==> config.mk <==
export PLATFORM = sky130hd
export DESIGN_NAME = mult_div_unit
export DESIGN_NICKNAME = d
export VERILOG_FILES = /design/src/rtl/mult_div_pkg.sv /design/src/rtl/mult_div_unit_div_core.sv /design/src/rtl/mult_div_unit.sv
export SDC_FILE = /design/constraint.sdc
export NUM_CORES = 1
export LEC_CHECK = 0
export CORE_MARGIN = 5
export CORE_UTILIZATION = 55
export DETAILED_ROUTE_END_ITERATION = 7
export GPL_TIMING_DRIVEN = 0
export HOLD_SLACK_MARGIN = 0.03
export PLACE_DENSITY = 0.81
export SYNTH_ARGS = -nofsm -noshare
export SYNTH_HDL_FRONTEND = slang
export SYNTH_HIERARCHICAL = 1
export SYNTH_SLANG_ARGS = --single-unit
==> constraint.sdc <==
create_clock -name clk -period 4.9 [get_ports clk]
set_input_delay 1.47 -clock clk [delete_from_list [all_inputs] [get_ports clk]]
set_output_delay 1.47 -clock clk [all_outputs]
set_load 0.01 [all_outputs]
==> src/rtl/mult_div_pkg.sv <==
// rtl/mult_div_pkg.sv - shared state encoding and sizing constants for mult_div_unit
package mult_div_pkg;

  localparam int DEF_DATA_WIDTH = 32;
  localparam int ITERATIONS     = 32;

  typedef enum logic [1:0] {
    IDLE = 2'd0,
    MULT = 2'd1,
    DIV  = 2'd2,
    DONE = 2'd3
  } state_t;

endpackage

==> src/rtl/mult_div_unit_div_core.sv <==
// rtl/mult_div_unit_div_core.sv - restoring magnitude divider with signed fix-up, one bit per step
module div_core #(
  parameter int DATA_WIDTH = 32
) (
  input  logic                  clk,
  input  logic                  rst_n,
  input  logic                  start,
  input  logic                  step,
  input  logic [DATA_WIDTH-1:0] dividend,
  input  logic [DATA_WIDTH-1:0] divisor,
  output logic [DATA_WIDTH-1:0] quotient,
  output logic [DATA_WIDTH-1:0] remainder,
  output logic                  divisor_zero
);

  logic [DATA_WIDTH-1:0] rem;
  logic [DATA_WIDTH-1:0] quo;
  logic [DATA_WIDTH-1:0] dmag;
  logic                  neg_q;
  logic                  neg_r;

  logic [DATA_WIDTH:0]   shifted;
  logic [DATA_WIDTH:0]   diff;
  logic                  fits;
  logic [DATA_WIDTH-1:0] rem_next;
  logic [DATA_WIDTH-1:0] quo_next;
  logic [DATA_WIDTH-1:0] dividend_mag;
  logic [DATA_WIDTH-1:0] divisor_mag;

  // Two's-complement negation of the most negative value yields itself, which is its correct unsigned magnitude.
  assign dividend_mag = dividend[DATA_WIDTH-1] ? -dividend : dividend;
  assign divisor_mag  = divisor[DATA_WIDTH-1]  ? -divisor  : divisor;

  assign shifted  = {rem, quo[DATA_WIDTH-1]};
  assign fits     = shifted >= {1'b0, dmag};
  assign diff     = shifted - {1'b0, dmag};
  assign rem_next = fits ? diff[DATA_WIDTH-1:0] : shifted[DATA_WIDTH-1:0];
  assign quo_next = {quo[DATA_WIDTH-2:0], fits};

  // Results reflect the step being taken this cycle so the caller can latch them on the final step.
  assign quotient     = neg_q ? -quo_next : quo_next;
  assign remainder    = neg_r ? -rem_next : rem_next;
  assign divisor_zero = (dmag == '0);

  always_ff @(posedge clk or negedge rst_n) begin
    if (!rst_n) begin
      rem   <= '0;
      quo   <= '0;
      dmag  <= '0;
      neg_q <= 1'b0;
      neg_r <= 1'b0;
    end else if (start) begin
      rem   <= '0;
      quo   <= dividend_mag;
      dmag  <= divisor_mag;
      neg_q <= dividend[DATA_WIDTH-1] ^ divisor[DATA_WIDTH-1];
      neg_r <= dividend[DATA_WIDTH-1];
    end else if (step) begin
      rem <= rem_next;
      quo <= quo_next;
    end
  end

endmodule

==> src/rtl/mult_div_unit.sv <==
// rtl/mult_div_unit.sv - multicycle signed MULT (radix-2 Booth) / DIV responder writing HI/LO
import mult_div_pkg::*;

module mult_div_unit #(
  parameter int DATA_WIDTH = mult_div_pkg::DEF_DATA_WIDTH,
  parameter int CNT_WIDTH  = 6
) (
  input  logic                  clk,
  input  logic                  reset_in,
  input  logic                  start_mult,
  input  logic                  start_div,
  input  logic [DATA_WIDTH-1:0] op_a,
  input  logic [DATA_WIDTH-1:0] op_b,
  output logic [DATA_WIDTH-1:0] hi,
  output logic [DATA_WIDTH-1:0] lo,
  output logic                  mult_done,
  output logic                  div_done,
  output logic                  div_zero,
  output logic                  busy
);

  state_t                state, state_next;
  logic [CNT_WIDTH-1:0]  cnt;
  logic                  last_step;
  logic                  op_is_mult;
  logic                  zero_flag;
  logic [DATA_WIDTH-1:0] hi_r, lo_r;

  logic [DATA_WIDTH:0]   acc;
  logic [DATA_WIDTH-1:0] mq;
  logic                  qm1;
  logic [DATA_WIDTH-1:0] mcand;
  logic [DATA_WIDTH:0]   mcand_ext;
  logic [DATA_WIDTH:0]   booth_sum;
  logic [DATA_WIDTH:0]   acc_sh;
  logic [DATA_WIDTH-1:0] mq_sh;

  logic                  accept;
  logic [DATA_WIDTH-1:0] div_q, div_r;
  logic                  div_by_zero;

  assign accept    = (state == IDLE) && (start_mult || start_div);
  assign last_step = (cnt == CNT_WIDTH'(ITERATIONS - 1));

  div_core #(.DATA_WIDTH(DATA_WIDTH)) u_div_core (
    .clk          (clk),
    .rst_n        (reset_in),
    .start        ((state == IDLE) && !start_mult && start_div),
    .step         (state == DIV),
    .dividend     (op_a),
    .divisor      (op_b),
    .quotient     (div_q),
    .remainder    (div_r),
    .divisor_zero (div_by_zero)
  );

  // Accumulator carries one guard bit so negating the most negative multiplicand cannot overflow.
  assign mcand_ext = {mcand[DATA_WIDTH-1], mcand};

  always_comb begin
    booth_sum = acc;
    case ({mq[0], qm1})
      2'b01:   booth_sum = acc + mcand_ext;
      2'b10:   booth_sum = acc - mcand_ext;
      default: booth_sum = acc;
    endcase
  end

  assign acc_sh = {booth_sum[DATA_WIDTH], booth_sum[DATA_WIDTH:1]};
  assign mq_sh  = {booth_sum[0], mq[DATA_WIDTH-1:1]};

  always_ff @(posedge clk or negedge reset_in) begin
    if (!reset_in) state <= IDLE;
    else           state <= state_next;
  end

  always_comb begin
    state_next = state;
    case (state)
      IDLE: begin
        if (start_mult)     state_next = MULT;
        else if (start_div) state_next = DIV;
      end
      MULT:    if (last_step) state_next = DONE;
      DIV:     if (div_by_zero || last_step) state_next = DONE;
      DONE:    state_next = IDLE;
      default: state_next = IDLE;
    endcase
  end

  always_ff @(posedge clk or negedge reset_in) begin
    if (!reset_in) begin
      cnt        <= '0;
      op_is_mult <= 1'b0;
      zero_flag  <= 1'b0;
      hi_r       <= '0;
      lo_r       <= '0;
      acc        <= '0;
      mq         <= '0;
      qm1        <= 1'b0;
      mcand      <= '0;
    end else begin
      if (accept) begin
        cnt        <= '0;
        op_is_mult <= start_mult;
        zero_flag  <= 1'b0;
        if (start_mult) begin
          mcand <= op_a;
          mq    <= op_b;
          acc   <= '0;
          qm1   <= 1'b0;
        end
      end else if (state == MULT) begin
        acc <= acc_sh;
        mq  <= mq_sh;
        qm1 <= mq[0];
        cnt <= cnt + CNT_WIDTH'(1);
        if (last_step) begin
          hi_r <= acc_sh[DATA_WIDTH-1:0];
          lo_r <= mq_sh;
        end
      end else if (state == DIV) begin
        if (div_by_zero) begin
          zero_flag <= 1'b1;
        end else begin
          cnt <= cnt + CNT_WIDTH'(1);
          if (last_step) begin
            hi_r <= div_r;
            lo_r <= div_q;
          end
        end
      end
    end
  end

  assign hi        = hi_r;
  assign lo        = lo_r;
  assign busy      = (state != IDLE);
  assign mult_done = (state == DONE) && op_is_mult;
  assign div_done  = (state == DONE) && !op_is_mult;
  assign div_zero  = (state == DONE) && !op_is_mult && zero_flag;

endmodule

# Word level (Yosys, flattened, before mapping)
# Index checks and enable logic that the tools add are counted.
# classes
add_sub_neg	8
magnitude_cmp	1
n_eq_ne	14
n_mux	42
bitwise_logic	2
n_reduce_logical	25
# op_table
cell	count
$mux 32	22
$neg 32->32	4
$mux 33	3
$pmux 33 s2	1
$add 33x33->33	1
$ge 33x32->1	1
$sub 33x33->33	1
$logic_not 32->1	1
$sub 32x32->32	1
$mux 6	4
$reduce_bool 2->1	6
$mux 2	4
$ne 2x2->1 const B	4
$pmux 2 s4	1
$mux 1	7
$add 6x1->6 const B	1
$eq 2x2->1 const B	3
$eq 6x5->1 const B	1
$logic_and 1x1->1	6
$ne 3x3->1 const B	2
$reduce_and 2->1	3
$reduce_and 3->1	2
$reduce_and 5->1	1
$eq 2x1->1 const B	2
other kinds (8)	10
# word_totals
reg_bits	270
input_bits	68
output_inout_bits	68
wordCells	107

# Depth between registers and ports, before layout
# Gate-level depths: netlist (run 1).
# logic_depth
word_depth	8
ltp_mapped	23
ltp_nobuf	20

# By module
# The synthesis (run 1) kept the hierarchy.
# by_module_without_submodules
mod	n_inst	cells_each	area_per_inst_um2	seq_area_each_um2
mult_div_unit	1	1158	10219.8	4279.1
div_core	1	1130	9063.7	2452.4

# Worst setup path before layout (run 1)
# OpenSTA, ideal clock, no wires.
# synth_timing
path_kind	register -> register
startpoint	register u_div_core.rem[0]
endpoint	register hi_r[28] (netlist: hi[28])
setup_time_ns	0.128
arrival_ns	4.925
required_time_ns	4.772
slack_ns	-0.152
path_stages_with_launch	22
path_buffers	2
period_less_slack_ns	5.052
path_cell_list	dfrtp_1 ha_1 nor2b_1 o2111a_1 o31ai_4 a2111oi_4 a211o_2 inv_2 clkbuf_1 buf_1 mux2i_1 ha_1 nand3_1 or3_4 nor3_2 a32oi_1 or4b_1 o21ai_1 xor2_1 and3_1 a21oi_1 o21ai_0
# synth_via
elab_chain_len	8
elab_cells_between_ends	9
cone_classes	add/sub: 2; order compare: 1; mux: 6
# synth_lines
item	line	source
from (decl)	mult_div_unit_div_core.sv:16	logic [DATA_WIDTH-1:0] rem;
from (signal assigned)	mult_div_unit_div_core.sv:59	rem <= rem_next;
$sub 32x32->32 / $ge 33x32->1 (equally long branches)	mult_div_unit_div_core.sv:36, mult_div_unit_div_core.sv:35	
$mux 32 (*)	mult_div_unit_div_core.sv:37	assign rem_next = fits ? diff[DATA_WIDTH-1:0] : shifted[DATA_WIDTH-1:0];
$neg 32->32	mult_div_unit_div_core.sv:42	assign remainder = neg_r ? -rem_next : rem_next;
$mux 32 (*)	mult_div_unit_div_core.sv:42	
via div_r[28]	mult_div_unit.sv:39	logic [DATA_WIDTH-1:0] div_q, div_r;
$mux 32 (*)	mult_div_unit.sv:127	if (last_step) begin
$mux 32 (*)	mult_div_unit.sv:123	if (div_by_zero) begin
$mux 32 (*)	mult_div_unit.sv:122	end else if (state == DIV) begin
$mux 32 (*)	mult_div_unit.sv:113	end else if (state == MULT) begin
to (signal assigned)	mult_div_unit.sv:119	hi_r <= acc_sh[DATA_WIDTH-1:0];
to (signal assigned)	mult_div_unit.sv:128	hi_r <= div_r;
to (decl)	mult_div_unit.sv:27	logic [DATA_WIDTH-1:0] hi_r, lo_r;
# The timed path passes the listed nets; every way through them passes the cells marked *. The select of a mux whose other input is x is not followed.
# A chain may end at the register's enable or synchronous reset.

# Worst setup path in the final report (run 1)
# layout_timing
startpoint	register u_div_core.dmag[19]
endpoint	register hi_r[28] (netlist: hi[28])
# layout_via
elab_chain_len	8
elab_cells_between_ends	13
cone_classes	add/sub: 2; order compare: 1; eq/ne: 2; mux: 6; reduce/logical: 2
# layout_lines
item	line	source
from (decl)	mult_div_unit_div_core.sv:18	logic [DATA_WIDTH-1:0] dmag;
from (signal assigned)	mult_div_unit_div_core.sv:55	dmag <= divisor_mag;
$sub 32x32->32 / $ge 33x32->1 (equally long branches)	mult_div_unit_div_core.sv:36, mult_div_unit_div_core.sv:35	
$mux 32 (*)	mult_div_unit_div_core.sv:37	
$neg 32->32	mult_div_unit_div_core.sv:42	
$mux 32 (*)	mult_div_unit_div_core.sv:42	
via div_r[28]	mult_div_unit.sv:39	
$mux 32 (*)	mult_div_unit.sv:127	
$mux 32 (*)	mult_div_unit.sv:123	
$mux 32 (*)	mult_div_unit.sv:122	
$mux 32 (*)	mult_div_unit.sv:113	
# Marks and branches as above.

==> flow_summary.yaml, run 1 <==
clock_tree:
  clockRootBuffer: "clkbuf_16"
  cts_htree_levels: 1
  clock_sinks: 269
  cts_buffers: 30
  cts_tree: "yes"
  clk_pin_slew_worst_paths_ns: 0.06
  clk_path_buf_depth: 3
  insertion_delay_ns: 0.58
timing:
  fin_crit_ns: 4.97
  slew_headroom_pct: 24.5
  slew_violations: 0
  setup_slack_ns: -0.0690
  clock-skew-final_ns: 0.0152
  worst_pin_slew_ns: 1.12
  hold_viol: 0
  fin_crit_sh_pct: 101
  fmax_mhz: 201
  setup_viol: 2
  rsz0062_at_grt: "true"
global_route:
  grtUsageTotal_pct: 33.7
  first_global_vias: 18400
  gr-total-overflow: 0
  grt_pass1_wl_mm: 105
  grt_max_degree: 127
  grt_antenna_before_repair: 1
worst_setup_path:
  crit_chain: "inv_2 -> ha_4 -> nand4_1 -> buf_4 -> nor4_4 -> a22oi_2 -> o211ai_1 -> a211o_2 -> inv_4 -> clkbuf_16 -> buf_12 -> mux2i_4 -> ha_4 -> nand3_4 -> or3_4 -> nor3_4 -> a32oi_2 -> or4b_4 -> o21ai_2 -> xor2_1 -> and3_1 -> a21oi_1 -> o21ai_1"
  worstPathRequired_ns: 5.35
  ff2ff_path_depth: 23
  endpoint_kind: "register"
  slowest_delay_ns: 0.54
  crit_arrival_ns: 5.42
  critPathMaxFanout: 8
  cp_common_cell: "ha_4"
  r2r_setup_slack_ns: -0.07
  crit_slowest_cell: "or4b_4"
  rr_startpoint: "u_div_core/dmag[19]$_DFFE_PN0P_"
  crit_type: "register to register"
  start_kind: "register"
  r2r_end: "hi[28]$_DFFE_PN0P_"
run:
  drv_cap: 0
placed_design:
  hpwl_mm: 52.1
  io_buffers: 134
  place_congestion: 0.948
cells_and_area:
  final_util_pct: 66.9
  post_route_cells_drive_above_1_share_pct: 10.5
  syn_to_final_growth_pct: 19.9
  fin_nets: 2647
yosys:
  yosysTopAreaCell: "dfrtp_1"
  yosys-top-cells-area: "dfrtp_1 35%, xnor2_1 6.3%, nand2_1 5.6%, mux2i_1 5.1%, ha_1 4.9%"
  synth_warnings: 6
  ys_ff_latch: 269
  yosysSeqAreaShare_pct: 34.9
  netlist_instances: 2288
  synth-main-ff-cell: "dfrtp_1"
  synth_top_area_share_pct: 34.9
  ys_async_sr_fraction_pct: 100
  synth-edff-count: 0
  synth.distinct_cells: 89
  avgSynthCellArea_um2: 8.43
  syn_nets: 2434
  syn-cell-area_um2: 19300
hold_path:
  hp-start: "hi[8]$_DFFE_PN0P_"
  worstHoldPathCells: 1
  min_to: "hi[8]$_DFFE_PN0P_"
  hp-class: "register to register"
die:
  num_rows: 68
  die_y_um: 197
  ios: 136
  dieArea_um2: 38900
  die_x_um: 197
  core_um2: 34500
  start_util_pct: 55.8
route:
  wire_per_inst_um: 23.0
  dr.pass1.iters: 6
  routed_wl_mm: 68.6
  drc: 0
  drt_iter0_drc: 2076
  antenna_left: 0
  via_count: 19200
  viasPerCell: 6.45
status:
  violations: "setup timing"
  status: "finished, violations left"
==> cell usage after synthesis, drive strengths merged, types with 4 or more instances <==
cell type,n
and4,5
o21a,10
mux2,39
dfrtp,269
buf,26
ha,76
or4,19
o2111ai,4
and2,13
nor2,199
a21oi,152
a41oi,8
o21bai,5
a211oi,45
clkbuf,108
a21o,39
a21boi,6
nor3b,4
nor4,23
inv,81
nand4,23
mux2i,99
o211ai,11
o31ai,43
o22ai,6
xnor2,139
o21ai,208
nand3,45
a31oi,57
nand2b,18
or2,14
and3,17
nor3,36
o31a,5
xor2,67
or3,21
nand2,287
o41ai,12
nor2b,11
==> registers in the layout (all words and copies together) (netlist names) <==
| name | count |
|---|---|
| u_div_core/neg_q | 1 |
| mcand | 32 |
| zero_flag | 1 |
| u_div_core/rem | 32 |
| state | 2 |
| qm1 | 1 |
| mq | 32 |
| u_div_core/dmag | 32 |
| acc | 32 |
| hi | 32 |
| lo | 32 |
| op_is_mult | 1 |
| u_div_core/neg_r | 1 |
| cnt | 6 |
| u_div_core/quo | 32 |
==> cell usage in the layout (no fill, tap or decap), types with 13 or more instances in the layout <==
cell and count:
dfrtp_1 263, a21o_1 39, o21ai_0 186, nand2_1 285, nand2b_1 16, and2_1 13, ha_1 64, and3_1 17
nor2_1 199, a31oi_1 55, a211oi_1 41, xor2_1 66, mux2_2 38, nand4_1 23, a21oi_1 148, or3_1 19
buf_4 47, nor4_1 19, o31ai_1 38, clkdlybuf4s50_1 133, clkbuf_16 32, clkbuf_1 109, nand3_1 44, nor3_1 30
or4_1 18, xnor2_1 138, inv_1 70, mux2i_1 96
==> through the flow <==
stage                     setup TNS (ns)  hold WS [ns]  worst slack (ns)  instance area (um2)  std cells
after floorplan                        0         0.462            0.0721                19300       2288
after global placement          -2412.05         0.463             -8.97                21200       2877
after detailed placement          -10.11         0.475             -1.02                21300       2879
after CTS                        -0.0451         0.489           -0.0451                22600       2945
after global routing              -0.437         0.504            -0.147                23100       2979
final                            -0.0961         0.487           -0.0690                23100       2979
==> how the worst max path moves through the flow <==
stage,endpoint,slack [ns],startpoint,cells past startpoint
5_1_grt,hi[28]$_DFFE_PN0P_,-0.15,u_div_core/dmag[14]$_DFFE_PN0P_,23
6_report,hi[28]$_DFFE_PN0P_,-0.07,u_div_core/dmag[19]$_DFFE_PN0P_,23
2_1_floorplan,hi[28]$_DFFE_PN0P_,0.07,u_div_core/rem[0]$_DFFE_PN0P_,21
3_5_place_dp,hi[28]$_DFFE_PN0P_,-1.02,u_div_core/dmag[14]$_DFFE_PN0P_,23
4_1_cts,hi[28]$_DFFE_PN0P_,-0.05,u_div_core/rem[0]$_DFFE_PN0P_,21
3_3_place_gp,hi[15]$_DFFE_PN0P_,-8.97,reset_in,1
==> layout make-up <==
class                      instances  area, um2
fill                            2917      11400
tap                              455        569
clock inverter                    11        170
multi-input combinational       1804      12100
timing repair buffer             182       1750
antenna                            1       2.50
clock buffer                      43        891
inverter                          81        307
buffer                           133        594
sequential                       269       6740
==> what timing repair did <==
| item | CTS | global route |
|---|---|---|
| buffers inserted | 12 | 34 |
| gates resized for setup | 53 | 52 |
| hold buffers | 0 | 0 |
| endpoints found under the setup margin | 22 | 19 |
| pin swaps | 11 | 35 |
==> cell families (layout without fill, tap and decap cells) <==
| family | Yosys count | in the layout | synth area share [%] |
|---|---|---|---|
| AO/OA/AOI/OAI | 636 | 636 | 20.8 |
| adder cells (fa/ha/maj) | 78 | 78 | 5.14 |
| buffers and inverters | 215 | 450 | 4.35 |
| AND/OR/NAND/NOR | 746 | 746 | 18.0 |
| XOR/XNOR | 206 | 206 | 9.36 |
| multiplexers | 138 | 138 | 7.46 |
| flip-flops | 269 | 269 | 34.9 |
| other | 0 | 1 | 0 |
==> routing by layer <==
layer	up-vias	track usage [%]	wire [um]
met5	-	0	0
met4	0	10.5	2480
met3	184	4.67	5520
met2	1003	55.5	32200
met1	9434	46.6	28300
li1	8587	-	-
==> worst max-delay path: cells and delay by family, from the launching register on <==
| kind | cells | cell delay, ns |
|---|---|---|
| AND/OR/NAND/NOR | 7 | 1.68 |
| XOR/XNOR | 1 | 0.11 |
| flip-flops | 1 | 0.41 |
| adder cells (fa/ha/maj) | 2 | 0.41 |
| buffers and inverters | 5 | 0.67 |
| AO/OA/AOI/OAI | 7 | 1.27 |
| multiplexers | 1 | 0.26 |
Power of run 1 is not shown: default switching activity piles up to over one toggle a cycle in this logic, so the estimate is an artifact.
==> run 2, diff against run 1 <==
--- a/config.mk
+++ b/config.mk
@@ -5,8 +5,9 @@
 export SDC_FILE = /design/constraint.sdc
 export NUM_CORES = 1
 export LEC_CHECK = 0
-export CORE_MARGIN = 5
+export CORE_MARGIN = 4
 export CORE_UTILIZATION = 55
+export CTS_CLUSTER_SIZE = 12
 export DETAILED_ROUTE_END_ITERATION = 7
 export GPL_TIMING_DRIVEN = 0
 export HOLD_SLACK_MARGIN = 0.03
==> run 2 against run 1 <==
Compared with the run above: the run now ends clean; via count is 0.11% higher; cell area hardly changed; hold slack worse by 0.0079 ns; routed wire length is 2.0% lower; sequential share of layout area hardly changed; cell count is 0.37% lower; non-clock buffer count is 9 lower; critical path depth is 1 lower; clock skew is 0.035 ns higher; highest routed layer unchanged.
==> flow_summary.yaml, run 2 (synthesis gave the netlist of run 1 again) <==
worst_setup_path:
  ff2ff_path_depth: 22
  endpoint_kind: "register"
  rr_startpoint: "u_div_core/dmag[22]$_DFFE_PN0P_"
  r2r_end: "hi[28]$_DFFE_PN0P_"
  crit_arrival_ns: 5.31
  worstPathRequired_ns: 5.33
  crit_type: "register to register"
  start_kind: "register"
  r2r_setup_slack_ns: 0.02
  critPathMaxFanout: 11
clock_tree:
  cts_buffers: 30
  clk_pin_slew_worst_paths_ns: 0.06
  clockRootBuffer: "clkbuf_16"
  clk_path_buf_depth: 3
  cts_htree_levels: 1
  cts_tree: "yes"
  clock_sinks: 269
  insertion_delay_ns: 0.60
hold_path:
  worstHoldPathCells: 1
  hp-class: "register to register"
  hp-start: "hi[8]$_DFFE_PN0P_"
  min_to: "hi[8]$_DFFE_PN0P_"
cells_and_area:
  antenna_cells: 0
  mostFrequentLayoutCell: "nand2_1"
  layout_common_cells: "284 x nand2_1, 262 x dfrtp_1, 198 x nor2_1, 187 x o21ai_0, 145 x a21oi_1"
  final_util_pct: 66.9
  syn_to_final_growth_pct: 19.8
  post_route_cells_drive_above_1_share_pct: 10.5
  fin_nets: 2638
die:
  ios: 136
  dieArea_um2: 38100
  num_rows: 68
  start_util_pct: 55.8
  die_y_um: 195
  core_um2: 34500
  die_x_um: 195
timing:
  slew_headroom_pct: 39.8
  fmax_mhz: 205
  slew_violations: 0
  hold_viol: 0
  hold-worst-slack_ns: 0.479
  worst_pin_slew_ns: 0.895
  rsz0062_at_grt: "true"
  fin_crit_ns: 4.88
  fin_crit_sh_pct: 99.5
  setup_viol: 0
  setup_slack_ns: 0.0248
  clock-skew-final_ns: 0.0497
route:
  via_count: 19200
  antenna_left: 0
  wire_per_inst_um: 22.6
  drt_iter0_drc: 2210
  viasPerCell: 6.48
  routed_wl_mm: 67.2
  dr.pass1.iters: 6
  drc: 0
global_route:
  grt_max_degree: 99
  grtUsageTotal_pct: 33.5
  grt_pass1_wl_mm: 103
  gr-total-overflow: 0
  first_global_vias: 18400
  grt_antenna_before_repair: 0
status:
  status: "finished, final reports clean"
placed_design:
  place_congestion: 1.02
  pre_cts_ws_ns: -0.859
  hpwl_mm: 51.0
  io_buffers: 134
run:
  drv_cap: 0
-- run 2: cell count changes in the layout (fill, tap and decap cells not counted), moves of 5 or more --
cell,previous run,this run
ha_4,7,15
buf_4,47,38
ha_1,64,59
a21oi_2,0,5
-- run 2: cell type report --
| cell class | count | area, um2 |
|---|---|---|
| plain buffers | 133 | 582 |
| clock buffers | 46 | 911 |
| clock inverters | 7 | 96.3 |
| fillers | 2822 | 11400 |
| inverters | 81 | 309 |
| multi-input cells | 1804 | 12200 |
| flip-flops and latches | 269 | 6740 |
| well taps | 455 | 569 |
| repair buffers | 173 | 1680 |
-- run 2: critical path, cell delays in order, from the launching register on --
cell,delay [ns]
dfrtp_1,0.45
inv_2,0.11
ha_4,0.28
nand4_1,0.15
buf_4,0.16
nor4_4,0.04
a22oi_1,0.19
o211ai_1,0.17
a211o_4,0.41
inv_6,0.14
buf_12,0.13
mux2i_4,0.29
ha_4,0.20
nand3_4,0.08
or3_4,0.41
nor3_4,0.17
a32oi_4,0.10
or4b_4,0.59
o21ai_2,0.15
xor2_1,0.08
and3_1,0.22
a21oi_1,0.11
o21ai_1,0.08
-- run 2: worst max-delay path by stage --
| stage | start | to | cells past startpoint |
|---|---|---|---|
| 2_1_floorplan | u_div_core/rem[0]$_DFFE_PN0P_ | hi[28]$_DFFE_PN0P_ | 21 |
| 3_3_place_gp | reset_in | hi[13]$_DFFE_PN0P_ | 1 |
| 3_5_place_dp | u_div_core/dmag[1]$_DFFE_PN0P_ | hi[28]$_DFFE_PN0P_ | 22 |
| 4_1_cts | u_div_core/dmag[1]$_DFFE_PN0P_ | lo[30]$_DFFE_PN0P_ | 20 |
| 5_1_grt | u_div_core/dmag[14]$_DFFE_PN0P_ | hi[20]$_DFFE_PN0P_ | 22 |
| 6_report | u_div_core/dmag[22]$_DFFE_PN0P_ | hi[28]$_DFFE_PN0P_ | 22 |
-- run 2: repair_timing --
item	in CTS	in global routing
buffers inserted	19	18
hold buffers	0	0
setup endpoints to repair	18	26
resized for setup	51	67
cloned	0	0
pin swaps	14	25
-- run 2: through the flow --
stage,setup TNS [ns],area [um2],std cells
3_5_place_dp,-7.41,21300,2879
4_1_cts,0,22600,2951
5_1_grt,-0.0801,23100,2968
6_report,0,23100,2968
2_1_floorplan,0,19300,2288
3_3_place_gp,-2427.83,21200,2877
-- run 2: layer usage --
metal  vias to the layer above  GRT usage (%)  routed length, um
li1                       8583              -                  -
met1                      9345           46.0              27300
met2                      1083           54.9              31500
met3                       219           4.85               5600
met4                         0           11.4               2790
met5                         -              0                  0
Power of run 2 is left out for the same reason.
